<file path="config.mk">
export PLATFORM = sky130hd
export DESIGN_NAME = config_chain_ctrl
export DESIGN_NICKNAME = d
export VERILOG_FILES = /design/src/rtl/config_chain_pkg.sv /design/src/rtl/config_crc8_serial.sv /design/src/rtl/config_chain_ctrl.sv
export SDC_FILE = /design/constraint.sdc
export NUM_CORES = 1
export LEC_CHECK = 0
export CELL_PAD_IN_SITES_DETAIL_PLACEMENT = 2
export CELL_PAD_IN_SITES_GLOBAL_PLACEMENT = 2
export CORE_ASPECT_RATIO = 0.8
export CORE_MARGIN = 8
export CORE_UTILIZATION = 37
export DETAILED_ROUTE_END_ITERATION = 12
export HOLD_SLACK_MARGIN = 0.05
export PLACE_DENSITY_LB_ADDON = 0.1
export RECOVER_POWER = 100
export SETUP_SLACK_MARGIN = 0.3
export SYNTH_ARGS = -nofsm -noshare
export SYNTH_HDL_FRONTEND = slang
export SYNTH_HIERARCHICAL = 1
export SYNTH_SLANG_ARGS = --single-unit
export TNS_END_PERCENT = 30
</file>
<file path="constraint.sdc">
create_clock -name clock -period 2.5 [get_ports clock]
set_clock_uncertainty 0.1 [all_clocks]
set_input_delay 0.5 -clock clock [delete_from_list [all_inputs] [get_ports clock]]
set_output_delay 0.5 -clock clock [all_outputs]
set_load 0.01 [all_outputs]
</file>
<file path="src/rtl/config_chain_pkg.sv">
// Shared types and constants for the serial config chain and its CRC-8 checker.
// CONFIG_CRC_EN selects whether the chain carries eight appended check bits.
package config_chain_pkg;

    typedef enum logic [1:0] {
        IDLE,
        LOADING,
        FULL,
        OVERRUN
    } state_t;

    localparam logic [7:0] CRC8_POLY = 8'h07;
    localparam logic [7:0] CRC8_INIT = 8'h00;
    localparam int         CRC_W     = 8;

`ifdef CONFIG_CRC_EN
    localparam int CRC_WIDTH = CRC_W;
`else
    localparam int CRC_WIDTH = 0;
`endif

endpackage

</file>
<file path="src/rtl/config_crc8_serial.sv">
// Serial CRC-8 (MSB-first) residue over shifted chain bits; built only with CONFIG_CRC_EN.
// Residue updates one cycle after each valid bit; clear restarts from init, same-cycle bit included.
`ifdef CONFIG_CRC_EN
module config_crc8_serial
    import config_chain_pkg::*;
(
    input  logic             clock,
    input  logic             reset,
    input  logic             clear,
    input  logic             bit_valid,
    input  logic             bit_in,
    output logic [CRC_W-1:0] residue
);

    logic [CRC_W-1:0] r_residue;
    logic [CRC_W-1:0] w_base;
    logic [CRC_W-1:0] w_next;
    logic             w_fb;

    // A bit arriving with clear is the first bit of the next frame.
    assign w_base = clear ? CRC8_INIT : r_residue;
    assign w_fb   = w_base[CRC_W-1] ^ bit_in;

    always_comb begin
        w_next = w_base;
        if (bit_valid) begin
            w_next = {w_base[CRC_W-2:0], 1'b0} ^ (w_fb ? CRC8_POLY : '0);
        end
    end

    always_ff @(posedge clock or posedge reset) begin
        if (reset) begin
            r_residue <= CRC8_INIT;
        end else begin
            r_residue <= w_next;
        end
    end

    assign residue = r_residue;

endmodule
`endif

</file>
<file path="src/rtl/config_chain_ctrl.sv">
// Serial config chain with bit counting, checked commit into a shadow word and sticky error.
// Commit-to-config_data latency 1 cycle; no backpressure. CONFIG_CRC_EN appends a CRC-8 check.
module config_chain_ctrl
    import config_chain_pkg::*;
#(
    parameter  int CONFIG_WIDTH = 29,
    localparam int CHAIN_W      = CONFIG_WIDTH + CRC_WIDTH,
    localparam int CNT_W        = $clog2(CHAIN_W + 1)
) (
    input  logic                    clock,
    input  logic                    reset,
    input  logic                    config_in,
    input  logic                    config_enable,
    input  logic                    config_commit,
    input  logic                    error_clear,
    output logic                    config_out,
    output logic [CONFIG_WIDTH-1:0] config_data,
    output logic                    config_valid,
    output logic [CNT_W-1:0]        bit_count,
    output logic                    error
);

    state_t                  r_state;
    state_t                  w_state_nxt;
    logic [CHAIN_W-1:0]      r_chain;
    logic [CNT_W-1:0]        r_count;
    logic [CNT_W-1:0]        w_count_nxt;
    logic [CONFIG_WIDTH-1:0] r_data;
    logic                    r_valid;
    logic                    r_err;
    logic                    w_crc_ok;
    logic                    w_commit_ok;
    logic                    w_commit_rej;

`ifdef CONFIG_CRC_EN
    logic [CRC_W-1:0] w_residue;

    config_crc8_serial u_crc (
        .clock     (clock),
        .reset     (reset),
        .clear     (config_commit),
        .bit_valid (config_enable),
        .bit_in    (config_in),
        .residue   (w_residue)
    );

    assign w_crc_ok = (w_residue == '0);
`else
    assign w_crc_ok = 1'b1;
`endif

    assign w_commit_ok  = config_commit && (r_state == FULL) && w_crc_ok;
    assign w_commit_rej = config_commit && !w_commit_ok;

    always_comb begin
        w_state_nxt = r_state;
        w_count_nxt = r_count;
        if (config_commit) begin
            // A bit shifted alongside a commit starts the next frame.
            if (config_enable) begin
                w_state_nxt = LOADING;
                w_count_nxt = CNT_W'(1);
            end else begin
                w_state_nxt = IDLE;
                w_count_nxt = '0;
            end
        end else if (config_enable) begin
            case (r_state)
                IDLE: begin
                    w_state_nxt = LOADING;
                    w_count_nxt = CNT_W'(1);
                end
                LOADING: begin
                    w_count_nxt = r_count + CNT_W'(1);
                    if (r_count == CNT_W'(CHAIN_W - 1)) begin
                        w_state_nxt = FULL;
                    end
                end
                FULL:    w_state_nxt = OVERRUN;
                OVERRUN: w_state_nxt = OVERRUN;
                default: w_state_nxt = IDLE;
            endcase
        end
    end

    always_ff @(posedge clock or posedge reset) begin
        if (reset) begin
            r_state <= IDLE;
            r_chain <= '0;
            r_count <= '0;
            r_data  <= '0;
            r_valid <= 1'b0;
            r_err   <= 1'b0;
        end else begin
            r_state <= w_state_nxt;
            r_count <= w_count_nxt;
            if (config_enable) begin
                r_chain <= {r_chain[CHAIN_W-2:0], config_in};
            end
            if (w_commit_ok) begin
                r_data  <= r_chain[CHAIN_W-1 -: CONFIG_WIDTH];
                r_valid <= 1'b1;
            end
            if (w_commit_rej) begin
                r_err <= 1'b1;
            end else if (error_clear) begin
                r_err <= 1'b0;
            end
        end
    end

    assign config_out   = r_chain[CHAIN_W-1];
    assign config_data  = r_data;
    assign config_valid = r_valid;
    assign bit_count    = r_count;
    assign error        = r_err;

endmodule

</file>
* Word-level counts from Yosys, hierarchy flattened
Cells that the tools add are included. W data, S select, Z words.
Word-level totals: logic and storage cells 33, flip-flop bits (word level) 67
Operators by class: add/sub/neg operators 1, equal/unequal tests 5, mux-type cells 11, reduce and logical (&&, ||, !) cells 10
Operators with widths (number):
- $mux W5 | 2
- $pmux W5 S2 | 1
- $mux W2 | 3
- $pmux W2 S3 | 1
- $add A5 B1 Y5 const B | 1
- $eq A5 B5 Y1 const B | 1
- $eq A2 B2 Y1 const B | 2
- $mux W1 | 4
- $reduce_and A2 Y1 | 2
- $reduce_bool A2 Y1 | 2
- $ne A3 B3 Y1 const B | 1
- $reduce_bool A3 Y1 | 1
- $eq A2 B1 Y1 const B | 1
- $logic_and A1 B1 Y1 | 2
- $logic_not A2 Y1 | 1
- $reduce_or A2 Y1 | 1
- $logic_not A1 Y1 | 1

* Depth between registers and ports, before layout
Gate-level depths: netlist of run 1.
depth after elaboration 5, gate-level depth with buffers 5, gate-level depth less buffers 5

* Least setup slack after synthesis of run 1
No wires, ideal clock.
kind in2reg, start input port config_enable, end register r_count[3], in the netlist bit_count[3], cell stages on the path 4, data required time 2.274 ns, arrival time 1.292 ns, setup time 0.126 ns, setup slack 0.982 ns, cells stage by stage buf_2 and2b_1 o21a_1 a221o_1
Between the ends: longest elaborated chain between the ends 2
RTL lines:
- start: declaration | line config_chain_ctrl.sv:13 | input logic config_enable,
- $reduce_bool A2 Y1 (no line)
- $reduce_and A2 Y1 (no line)
- end signal: assignment | line config_chain_ctrl.sv:96 | r_count <= w_count_nxt;
- end: declaration | line config_chain_ctrl.sv:26 | logic [CNT_W-1:0] r_count;
No other way between the ends. A chain may end at the register's enable or synchronous reset.

* Worst setup path after layout of run 1
start input port config_enable, end register r_chain[23]
RTL lines:
- end signal: assignment | line config_chain_ctrl.sv:98 | r_chain <= {r_chain[CHAIN_W-2:0], config_in};
- end: declaration | line config_chain_ctrl.sv:25 | logic [CHAIN_W-1:0] r_chain;
No word-level cell between the ends.

==> results of run 1 <==
[state kept, by name (all words and copies together), names as in the netlist]
name / count
r_chain: 29
config_data: 29
bit_count: 5
config_valid: 1
error: 1
r_state: 2
[final timing paths]
path / endpoint / startpoint / slack [ns]
max reg2reg: config_data[11] / r_state[1] / 0.90
min: config_valid / config_valid / 0.37
max: r_chain[23] / config_enable / 0.44
max in group asynchronous: config_data[12] / reset / 1.36
min reg2reg: config_valid / config_valid / 0.37
min in group asynchronous: r_chain[27] / reset / 0.63
[area by class of cell]
class | count | share of cell area [%]
well taps | 87 | 3.27
flip-flops and latches | 67 | 50.3
inverters | 5 | 0.601
clock inverters | 2 | 1.05
clock buffers | 13 | 4.77
repair buffers | 45 | 13.8
multi-input cells | 90 | 26.2
[cell families (layout without fill, tap and decap cells)]
family                   count (synthesis)  after routing  synth area share [%]
flip-flops                              67             67                  63.5
multiplexers                            58             58                  24.9
AND/OR/NAND/NOR                         18             18                  4.36
buffers and inverters                   13             65                  3.03
AO/OA/AOI/OAI                           12             12                  3.22
adder cells (fa/ha/maj)                  2              2                 0.948
[metrics by stage]
stage	utilization [%]	instances	hold WS [ns]
finish	48.4	309	0.373
global route	48.4	309	0.402
CTS	48.6	309	0.387
detailed placement	45.8	294	0.364
global placement	45.8	294	0.357
floorplan	-	170	0.393
[synth_stat cells]
| cell | n | area, um^2 |
|---|---|---|
| dfrtp_1 | 67 | 1680 |
| buf_6 | 3 | 33.8 |
| nand3_1 | 2 | 10.0 |
| nor3b_2 | 1 | 12.5 |
| buf_2 | 4 | 20.0 |
| and2b_1 | 2 | 15.0 |
| a31oi_1 | 3 | 18.8 |
| nand2b_1 | 3 | 18.8 |
| mux2_2 | 57 | 642 |
| buf_4 | 1 | 7.51 |
| inv_1 | 5 | 18.8 |
| a32o_1 | 1 | 10.0 |
| a21oi_1 | 2 | 10.0 |
| nor2_1 | 4 | 15.0 |
| nor2b_1 | 1 | 6.26 |
| a221o_1 | 2 | 20.0 |
| nor4bb_1 | 1 | 10.0 |
| a22oi_1 | 1 | 7.51 |
| nand2_2 | 1 | 6.26 |
| mux2_4 | 1 | 15.0 |
| o21a_1 | 1 | 7.51 |
| and4_1 | 1 | 8.76 |
| o21ai_0 | 1 | 5.00 |
| ha_1 | 2 | 25.0 |
| and3_1 | 2 | 12.5 |
| o22ai_1 | 1 | 6.26 |
[power by group through the flow]
stage	combinational, mW	clock, mW	sequential, mW
2_1_floorplan	0.230	0	1.40
3_3_place_gp	0.282	0	1.44
3_5_place_dp	0.304	0	1.46
4_1_cts	0.308	0.927	1.45
5_1_grt	0.325	0.972	1.47
6_report	0.293	0.892	1.44
[layer usage]
metal	vias to the layer above	track usage [%]
met5	-	0
met3	4	5.13
met4	0	2.69
met1	795	14.3
met2	36	18.6
li1	690	-
==> results.yml, run 1 <==
drt:
  wl_met2_um: 2740
  highest_layer: "met4"
  detail-route-antenna-nets: 0
  drt_iter0_drc: 34
  vias_per_cell: 4.94
  drc: 0
  wl_met1_um: 2570
  vias: 1525
  wl_per_cell_um: 18.3
  drt-total-wl_um: 5660
  dr.pass1.iters: 3
  wl_met3_um: 304
sta:
  period_share_pct: 82.3
  min_period_ns: 2.06
  hold_viol_final: 0
  max_freq_mhz: 486
  rsz0062_at_grt: "no"
  fin_ws_ns: 0.443
  slew_headroom_pct: 38.4
  drv_slew: 0
  worst_pin_slew_ns: 0.925
  setup_viol: 0
  tns_ns: 0
grt:
  grt_pass1_wl_um: 9540
  overflow: 0
  grt_antenna_before_repair: 0
  track_usage_pct: 11.7
  grt_max_degree: 68
  grt_pass1_vias: 1745
worst_setup_path:
  start_kind: "input port"
  crit_path_end_kind: "flop"
  path_buf_inv: 2
  crit_chain: "clkbuf_1 > clkbuf_2 > mux2_2"
  max_stage_delay_ns: 0.67
  path_delay_family: "buffers and inverters"
  critPathArrivalTime_ns: 2.17
  crit_type: "input port to flop"
  path_max_fanout: 20
  ff2ff_path_depth: 4
  cp.required_ns: 2.61
  cp_slowest_cell: "clkbuf_1"
  path_depth: 3
cells_and_area:
  fillers: 675
  final_layout_size_suffix_gt1_share_pct: 33.3
  multiInputGateArea_um2: 875
  finalInstanceArea_um2: 3330
  seqCellArea_um2: 1680
  final_common_cell: "dfrtp_1"
  final_nets: 226
  layout_common_cells: "67 x dfrtp_1, 56 x mux2_2, 39 x dlygate4sd3_1"
  n_antenna_cell: 0
  syn_to_final_growth_pct: 26.3
status:
  status: "complete, no violations"
placed_design:
  port_buffers: 42
  place.gp.congestion: 0.796
  hpwl_um: 3810
  placed_area_um2: 3150
  post-place-ws_ns: 0.452
min_path:
  hold_path.class: "flop to flop"
  holdPathStages: 1
logic_synthesis:
  synth_warnings: 6
  ys_seq_area_share_pct: 63.5
  post_synth_inst_count: 170
  synth_seq_cells: 67
  synth.avg_cell_area_um2: 15.5
  syn_nets: 178
  yosysUniqueCellTypes: 26
  syn_area_um2: 2640
cts:
  root_buffer: "clkbuf_8"
  hold_buffers: 0
  cts.path.max_buffers: 2
  numClockSinks: 67
  clock_latency_ns: 0.33
  cts_tree: "yes"
  clk_pin_slew_worst_paths_ns: 0.07
  numCtsBuffers: 9
  htree_levels: 3
  cts_resized: 0
  cts_setup_buffers: 0
floorplan:
  design.die.area_um2: 10100
  core.rowCount: 27
  die_h_um: 91.5
  io_pins: 43
  fp.dieW_um: 110
  initial_utilization_pct: 38.3
  core_area_um2: 6890
pwr:
  power_density_nw_per_um2: 787
  net-switching-power_uw: 642
  combinationalPowerShare_pct: 11.2
  ir_drop_mv: 0.397
  sequentialPowerShare_pct: 54.8
  internal-power_mw: 1.98
  p_clk_share_pct: 34.0
  p_total_mw: 2.62
  leakagePower_nw: 1.69
  swShare_pct: 24.5
job:
  drv_cap: 0
(Power assumes the default switching activity.)
==> inputs of run 2 (changes only) <==
clock period = 2.1 ns   (was 2.5 ns; I/O delays follow)
==> run 2 against run 1 <==
  * Clock power up 10%
  * Hold slack worse by 0.0026 ns
  * Worst setup slack got worse by 0.24 ns
  * Non-clock buffer count up 1
  * Combinational power grew 17%
  * Via count grew 1.2%
  * Sequential share of layout area grew 0.44 points
  * Die area unchanged
  * Cell count grew 0.32%
  * Critical path type is now flop to primary output
  * Critical endpoint is now bit_count[1]
  * Highest routed layer unchanged
==> results.yml, run 2 (synthesized netlist as in run 1, its figures left out) <==
status:
  status: "complete, no violations"
drt:
  dr.pass1.iters: 3
  wl_per_cell_um: 17.5
  vias_per_cell: 4.98
  vias: 1543
  drt-total-wl_um: 5430
  drc: 0
  drt_iter0_drc: 25
  detail-route-antenna-nets: 0
grt:
  grt_antenna_before_repair: 0
  track_usage_pct: 11.5
  grt_pass1_vias: 1837
  grt_max_degree: 68
  grt_pass1_wl_um: 9380
  overflow: 0
cts:
  numCtsBuffers: 9
  htree_levels: 3
  cts.path.max_buffers: 2
  hold_buffers: 0
  clk_pin_slew_worst_paths_ns: 0.07
  clock_latency_ns: 0.33
  cts_setup_buffers: 0
  cts_tree: "yes"
  root_buffer: "clkbuf_8"
  numClockSinks: 67
floorplan:
  io_pins: 43
  die_h_um: 91.5
  core.rowCount: 27
  core_area_um2: 6890
  initial_utilization_pct: 38.3
  design.die.area_um2: 10100
  fp.dieW_um: 110
sta:
  setup_viol: 0
  max_freq_mhz: 527
  min_period_ns: 1.90
  rsz0062_at_grt: "yes"
  period_share_pct: 90.3
  fin_ws_ns: 0.204
  worst_pin_slew_ns: 1.09
  drv_slew: 0
  slew_headroom_pct: 27.1
  hold_viol_final: 0
  tns_ns: 0
worst_setup_path:
  path_depth: 1
  crit_type: "flop to primary output"
  r2r_setup_slack_ns: 0.53
  crit_path_end_kind: "primary output"
  path_buf_inv: 1
  cp.required_ns: 1.58
  ff2ff_path_depth: 4
  start_kind: "flop"
  r2r-start: "r_state[1]"
  critPathArrivalTime_ns: 1.38
  path_max_fanout: 5
  cp_slowest_cell: "dlygate4sd3_1"
  path_delay_family: "buffers and inverters"
  r2r_end: "config_data[11]"
  crit_chain: "dlygate4sd3_1"
  max_stage_delay_ns: 0.61
cells_and_area:
  syn_to_final_growth_pct: 25.3
  fin_util_pct: 48.0
  final_layout_size_suffix_gt1_share_pct: 33.6
  final_common_cell: "dfrtp_1"
  final_nets: 227
  n_antenna_cell: 0
  layout_common_cells: "66 x dfrtp_1, 57 x mux2_2, 31 x dlygate4sd3_1"
min_path:
  hold_path.class: "flop to flop"
  holdCritStartpoint: "config_valid"
  holdPathStages: 1
  whs_endpoint: "config_valid"
placed_design:
  port_buffers: 42
  hpwl_um: 3680
  post-place-ws_ns: 0.0614
  place.gp.congestion: 0.749
pwr:
  p_total_mw: 3.03
  ir_drop_mv: 0.417
  power_density_nw_per_um2: 917
  leakagePower_nw: 1.66
job:
  drv_cap: 0
==> run 2: how the worst max path moves through the flow <==
stage | startpoint | to
2_1_floorplan | config_enable | bit_count[3]
3_3_place_gp | config_commit | bit_count[3]
3_5_place_dp | config_commit | bit_count[4]
4_1_cts | bit_count[4] | bit_count[4]
5_1_grt | bit_count[1] | bit_count[1]
6_report | bit_count[1] | bit_count[1]
==> run 2: report_power, final <==
group / internal [mW] / switching [mW] / leakage (nW)
combinational: 0.219 / 0.124 / 0.694
clock: 0.539 / 0.443 / 0.0902
sequential: 1.53 / 0.178 / 0.876
total: 2.29 / 0.745 / 1.66
==> run 2: layer usage <==
| metal | global-route usage, % | part of all wire [%] | vias to the layer above |
|---|---|---|---|
| li1 | - | - | 696 |
| met2 | 19.4 | 50 | 32 |
| met5 | 0 | 0 | - |
| met1 | 12.3 | 43 | 807 |
| met3 | 6.38 | 6.4 | 8 |
| met4 | 3.03 | 0.83 | 0 |
==> run 2: layout make-up <==
class                   instances  area (um^2)
well taps                      87          109
flip-flops and latches         67         1680
repair buffers                 46          443
multi-input cells              90          880
clock buffers                  12          135
inverters                       5         22.5
fillers                       683         3580
clock inverters                 3         40.0
==> run 2: repair_timing <==
action	4_1_cts	5_1_grt
gates cloned	0	0
resized for setup	4	7
pin swaps	0	0
setup endpoints to repair	10	26
==> run 2: through the flow <==
step | cells | instance area (um^2) | hold slack [ns]
2_1_floorplan | 170 | 2640 | 0.393
4_1_cts | 310 | 3340 | 0.381
5_1_grt | 310 | 3310 | 0.395
6_report | 310 | 3310 | 0.370
3_5_place_dp | 295 | 3160 | 0.356
3_3_place_gp | 295 | 3160 | 0.360
==> inputs of run 3 (changes only) <==
HOLD_SLACK_MARGIN = default   (was 0.05)
SLEW_MARGIN = 20   (was default)
==> results of run 3 <==
Final layout, timing and power as in run 2 (identical DEF).
